### config.mk
export PLATFORM = sky130hd
export DESIGN_NAME = reset_sequencer_flat
export DESIGN_NICKNAME = d
export VERILOG_FILES = /design/src/rtl/reset_sequencer_if.sv /design/src/rtl/reset_sequencer.sv /design/src/flat_wrapper.sv
export SDC_FILE = /design/constraint.sdc
export NUM_CORES = 1
export LEC_CHECK = 0
export ABC_CLOCK_PERIOD_IN_PS = 2190
export BUFFER_PORTS_ARGS = -buffer_cell sky130_fd_sc_hd__buf_2
export CAP_MARGIN = 10
export CORE_MARGIN = 1.5
export CORE_UTILIZATION = 29
export DETAILED_ROUTE_END_ITERATION = 8
export PLACE_DENSITY = 0.56
export SLEW_MARGIN = 20
export SYNTH_ARGS = -nofsm -noshare
export SYNTH_HDL_FRONTEND = slang
export SYNTH_SLANG_ARGS = --single-unit
### constraint.sdc
create_clock -name clk -period 2.19 [get_ports clk]
set_input_delay 0.219 -clock clk [delete_from_list [all_inputs] [get_ports clk]]
set_output_delay 0.219 -clock clk [all_outputs]
set_load 0.02 [all_outputs]
### src/rtl/reset_sequencer_if.sv
// Handshake bundle between the reset sequencer and the blocks whose resets it releases.
interface reset_sequencer_if #(
  parameter int unsigned NUM_STAGES = 4
);
  logic                  sw_reset_req;
  logic [NUM_STAGES-1:0] stage_ack;
  logic [NUM_STAGES-1:0] stage_reset_n;
  logic                  seq_done;
  logic                  seq_error;
  logic                  busy;

  modport master (
    output sw_reset_req, stage_ack,
    input  stage_reset_n, seq_done, seq_error, busy
  );

  modport slave (
    input  sw_reset_req, stage_ack,
    output stage_reset_n, seq_done, seq_error, busy
  );
endinterface

### src/rtl/reset_sequencer.sv
// Releases NUM_STAGES active-low resets in order after a hold period, each gated by
// its stage ack (with timeout) and separated by a fixed gap.
module reset_sequencer #(
  parameter int unsigned NUM_STAGES  = 4,
  parameter int unsigned HOLD_CYCLES = 8,
  parameter int unsigned STAGE_GAP   = 4,
  parameter int unsigned ACK_TIMEOUT = 16
) (
  input  logic               clk,
  input  logic               reset,
  reset_sequencer_if.slave   bus
);

  localparam int unsigned MAX_HG = (HOLD_CYCLES > STAGE_GAP) ? HOLD_CYCLES : STAGE_GAP;
  localparam int unsigned MAX_C  = (MAX_HG > ACK_TIMEOUT) ? MAX_HG : ACK_TIMEOUT;
  localparam int unsigned CW     = $clog2(MAX_C) + 1;
  localparam int unsigned IW     = (NUM_STAGES > 1) ? $clog2(NUM_STAGES) : 1;

  localparam logic [CW-1:0] HOLD_LAST = CW'(HOLD_CYCLES - 1);
  localparam logic [CW-1:0] GAP_LAST  = CW'(STAGE_GAP - 1);
  localparam logic [CW-1:0] TO_LAST   = CW'(ACK_TIMEOUT - 1);
  localparam logic [IW-1:0] IDX_LAST  = IW'(NUM_STAGES - 1);

  typedef enum logic [2:0] {
    S_HOLD,
    S_RELEASE,
    S_WAIT_ACK,
    S_GAP,
    S_DONE
  } state_t;

  state_t                r_state;
  logic [CW-1:0]         r_cnt;
  logic [IW-1:0]         r_idx;
  logic [NUM_STAGES-1:0] r_stage_n;
  logic                  r_done;
  logic                  r_error;
  logic                  r_busy;

  logic                  w_ack;
  logic [IW-1:0]         w_next_idx;
  logic [CW-1:0]         w_cnt_sat;

  assign w_ack      = bus.stage_ack[r_idx];
  assign w_next_idx = r_idx + 1'b1;
  assign w_cnt_sat  = (r_cnt == '1) ? r_cnt : r_cnt + 1'b1;

  always_ff @(posedge clk or negedge reset) begin
    if (!reset) begin
      r_state   <= S_HOLD;
      r_cnt     <= '0;
      r_idx     <= '0;
      r_stage_n <= '0;
      r_done    <= 1'b0;
      r_error   <= 1'b0;
      r_busy    <= 1'b1;
    end else if (bus.sw_reset_req && (r_state != S_HOLD)) begin
      // Software re-sequence keeps the sticky error; only the hardware reset clears it.
      r_state   <= S_HOLD;
      r_cnt     <= '0;
      r_idx     <= '0;
      r_stage_n <= '0;
      r_done    <= 1'b0;
      r_busy    <= 1'b1;
    end else begin
      case (r_state)
        S_HOLD: begin
          if (r_cnt == HOLD_LAST) begin
            r_stage_n[0] <= 1'b1;
            r_idx        <= '0;
            r_cnt        <= '0;
            r_state      <= S_WAIT_ACK;
          end else begin
            r_cnt <= w_cnt_sat;
          end
        end
        S_RELEASE: begin
          r_stage_n[r_idx] <= 1'b1;
          r_cnt            <= '0;
          r_state          <= S_WAIT_ACK;
        end
        S_WAIT_ACK: begin
          // A timeout advances exactly like an accepted ack, leaving the stage released.
          if (w_ack || (r_cnt == TO_LAST)) begin
            if (!w_ack) r_error <= 1'b1;
            r_cnt <= '0;
            if (r_idx == IDX_LAST) begin
              r_state <= S_DONE;
              r_done  <= 1'b1;
              r_busy  <= 1'b0;
            end else begin
              r_state <= S_GAP;
            end
          end else begin
            r_cnt <= w_cnt_sat;
          end
        end
        S_GAP: begin
          if (r_cnt == GAP_LAST) begin
            r_stage_n[w_next_idx] <= 1'b1;
            r_idx                 <= w_next_idx;
            r_cnt                 <= '0;
            r_state               <= S_WAIT_ACK;
          end else begin
            r_cnt <= w_cnt_sat;
          end
        end
        S_DONE: begin
          r_done <= 1'b1;
          r_busy <= 1'b0;
        end
        default: r_state <= S_HOLD;
      endcase
    end
  end

  assign bus.stage_reset_n = r_stage_n;
  assign bus.seq_done      = r_done;
  assign bus.seq_error     = r_error;
  assign bus.busy          = r_busy;

endmodule

### src/flat_wrapper.sv
// flat-port wrapper written by rule: the top's interface ports become plain ports
module reset_sequencer_flat 
#(
  parameter int unsigned NUM_STAGES  = 4,
  parameter int unsigned HOLD_CYCLES = 8,
  parameter int unsigned STAGE_GAP   = 4,
  parameter int unsigned ACK_TIMEOUT = 16
)
  (clk, reset, bus_sw_reset_req, bus_stage_ack, bus_stage_reset_n, bus_seq_done, bus_seq_error, bus_busy);
  reset_sequencer_if #(.NUM_STAGES(NUM_STAGES)) bus_i ();
  input  logic clk;
  input  logic reset;
  input wire logic [$bits(bus_i.sw_reset_req)-1:0] bus_sw_reset_req;
  input wire logic [$bits(bus_i.stage_ack)-1:0] bus_stage_ack;
  output wire logic [$bits(bus_i.stage_reset_n)-1:0] bus_stage_reset_n;
  output wire logic [$bits(bus_i.seq_done)-1:0] bus_seq_done;
  output wire logic [$bits(bus_i.seq_error)-1:0] bus_seq_error;
  output wire logic [$bits(bus_i.busy)-1:0] bus_busy;
  assign bus_i.sw_reset_req = bus_sw_reset_req;
  assign bus_i.stage_ack = bus_stage_ack;
  assign bus_stage_reset_n = bus_i.stage_reset_n;
  assign bus_seq_done = bus_i.seq_done;
  assign bus_seq_error = bus_i.seq_error;
  assign bus_busy = bus_i.busy;
  reset_sequencer #(.NUM_STAGES(NUM_STAGES), .HOLD_CYCLES(HOLD_CYCLES), .STAGE_GAP(STAGE_GAP), .ACK_TIMEOUT(ACK_TIMEOUT)) u_core (.clk(clk), .reset(reset), .bus(bus_i));
endmodule
==> results.cfg <==
[sta]
fmax_ghz = 0.5110
fin_skew_ps = 5.567
slew_headroom_pct = 62.94
worst_pin_slew_ps = 555.8
hold_viol = 0
rsz0062_at_grt = false
final.period_utilization_pct = 89.36
fin_crit_ps = 1957
slew_viol_final = 0
fin_setup_tns_ps = 0
finalSetupViolCount = 0

[layout]
final_area_um2 = 1296
fill_cells = 395
finalNetCount = 143
drive_gt1_share_pct = 23.08
area_delta_synth_final_pct = 14.98
diodes = 0

[clock_tree]
htree_levels = 1
cts_buffer_depth = 2
cts.clk_slew.worst_paths_ps = 70
clock_sinks = 17
cts_tree = yes
cts_buffers = 3
cts-root-buf = clkbuf_8
cts_resized = 0
clock_latency_ps = 260

[hold_path]
hp-start = bus_sw_reset_req
hold_path_class = in -> reg

[die]
rows = 22
pin_count = 14
die_w_um = 65.35
core_area_um2 = 3689
die_h_um = 65.35
die-area_um2 = 4271
start_util_pct = 30.56

[yosys]
async_flop_share_pct = 100.0
yosysTopAreaCell = dfrtp_1
yosys.area.top_type_share_pct = 35.52
yosysSeqAreaShare_pct = 37.85
syn_inst = 115
ys_ff_latch = 17
synth_edf_count = 0
syn_avg_cell_area_um2 = 9.803
synth_ff_type = dfrtp_1
ys_warn_count = 0
synth_cell_types = 43
synth.net_count = 127
synthTopCellsByArea = dfrtp_1, ha_1, mux2i_1
syn_area_um2 = 1127

[drt]
post_drt_via_cell_ratio = 5.118
ant_nets = 0
drt_wl_total_um = 2344
wl_met2_um = 1118
via_count = 911
drc = 0
dr.max_layer_used = met4
m1WireLength_um = 1096
met3_length_um = 70
wl_per_cell_um = 13.17
drt-pass1-iter-count = 4
dr.first_iter.drc_count = 10

[global_route]
grt_pass1_vias = 870
antenna_found_initial = 0
grt_pass1_wl_um = 4098
grtUsageTotal_pct = 12.65
grt.overflow.total = 0
grt_max_degree = 18

[critical_path]
path_class = reg -> reg
reg2reg_slack_ps = 230
critPathArrivalTime_ps = 2100
crit_fanout = 8
reg2regPathDepth = 5
critPathLaunch = u_core.r_cnt[1]$_DFFE_PN0P_
setup.worst_path.end_class = register
r2r_start = u_core.r_cnt[1]$_DFFE_PN0P_
worstSetupEndpoint = u_core.r_cnt[0]$_DFFE_PN0P_
worstPathRequired_ps = 2330
timing.rr.end = u_core.r_cnt[0]$_DFFE_PN0P_
startpoint_type = register

[power]
p_per_area_nw_per_um2 = 1081
peakVddDrop_uv = 396.4
p_leak_uw = 0.0005980

[placement]
post-dp-hpwl_um = 1822
port-buffer-count = 13
gp_congestion = 0.8721
placed_cell_area_um2 = 1241

[outcome]
status = finished clean

[job]
maxCapViolCount = 0
-- worst max-delay path, cell delays in order (launching register included) --
cell	delay, ps
dfrtp_1	380
ha_1	300
or4b_4	530
o2bb2ai_2	160
a22o_2	220
mux2_2	260
-- synth_stat cells (all sizes together), types with 2 or more instances --
library cell  instances
a211oi                3
a21o                  2
a21oi                 8
a22o                  3
and4bb                2
clkbuf                4
dfrtp                16
ha                    5
inv                   7
mux2i                 6
nand2                 6
nand2b                2
nand3                 2
nor2                  5
nor2b                 2
nor3                  5
o21a                  5
o21ai                 8
o31ai                 2
or4b                  2
-- cells by family after synthesis --
family / count (synthesis) / share of synthesized area, %
adder cells (fa/ha/maj): 5 / 5.549
AND/OR/NAND/NOR: 35 / 20.53
multiplexers: 8 / 8.324
AO/OA/AOI/OAI: 38 / 23.09
buffers and inverters: 12 / 4.661
flip-flops: 17 / 37.85
-- final cells by class --
class                           count  area [µm²]  share of cell area [%]
Multi-Input combinational cell     86       648.1                   50.00
Sequential cell                    17       426.7                   32.92
Timing Repair Buffer               16       90.09                   6.950
Tap cell                           48       60.06                   4.633
Clock buffer                        4       45.04                   3.475
Inverter                            7       26.28                   2.027
-- flip-flops by register name, summed over array words and instances (netlist names) --
signal,count
u_core.r_cnt,5
u_core.bus.stage_reset_n,4
u_core.r_state,3
u_core.r_idx,2
u_core.bus.busy,1
u_core.bus.seq_done,1
u_core.bus.seq_error,1
-- stage by stage --
stage	std cells	utilization, %	setup WS, ps	total power, µW	hold WS [ps]
3_3_place_gp	173	33.65	299.8	1161	166.2
2_1_floorplan	115	-	376.1	1005	-76.59
4_1_cts	178	35.14	238.3	1415	286.2
6_report	178	35.14	233.0	1401	290.2
3_5_place_dp	173	33.65	248.3	1171	174.9
5_1_grt	178	35.14	143.0	1516	303.0
-- where the power goes --
part | total, µW | switching, µW | internal (µW) | leakage [µW]
Combinational | 677 | 380 | 297 | 0.000352
Sequential | 486 | 81.7 | 404 | 0.000224
Clock | 239 | 110 | 129 | 0.0000228
Total | 1400 | 571 | 830 | 0.000598
-- what timing repair did --
action	CTS	global route
hold buffers	1	0
hold endpoints to repair	16	0
buffers inserted	0	0
-- metal layers --
layer	vias to the layer above	global-route usage, %
met5	-	0
met4	0	7.031
met3	4	2.055
met2	13	20.15
met1	439	16.29
li1	455	-
-- placed cells by master, fill, tap and decap left out, drive strengths merged, types with 2 or more instances in the layout --
master  synthesis  final
o21a            5      5
nand2           6      6
o21ai           8      8
or4b            2      2
and4bb          2      2
nand2b          2      2
buf             1     15
a21oi           8      8
nor2b           2      2
o31ai           2      2
clkbuf          4      4
nor2            5      5
ha              5      5
nand3           2      2
nor3            5      5
dfrtp          16     16
a22o            3      3
a21o            2      2
a211oi          3      3
mux2i           6      6
inv             7      7
-- worst min path at each step --
stage | to | slack (ps) | cells past startpoint
5_1_grt | u_core.r_state[2]$_DFFE_PN0P_ | 300 | 2
6_report | u_core.r_state[2]$_DFFE_PN0P_ | 290 | 2
2_1_floorplan | u_core.bus.seq_done$_DFFE_PN0P_ | -80 | 0
3_3_place_gp | u_core.r_state[1]$_DFFE_PN0P_ | 170 | 1
3_5_place_dp | u_core.bus.seq_done$_DFFE_PN0P_ | 170 | 1
4_1_cts | u_core.r_state[2]$_DFFE_PN0P_ | 290 | 2
Note: power is estimated with default switching activity, not from simulation.
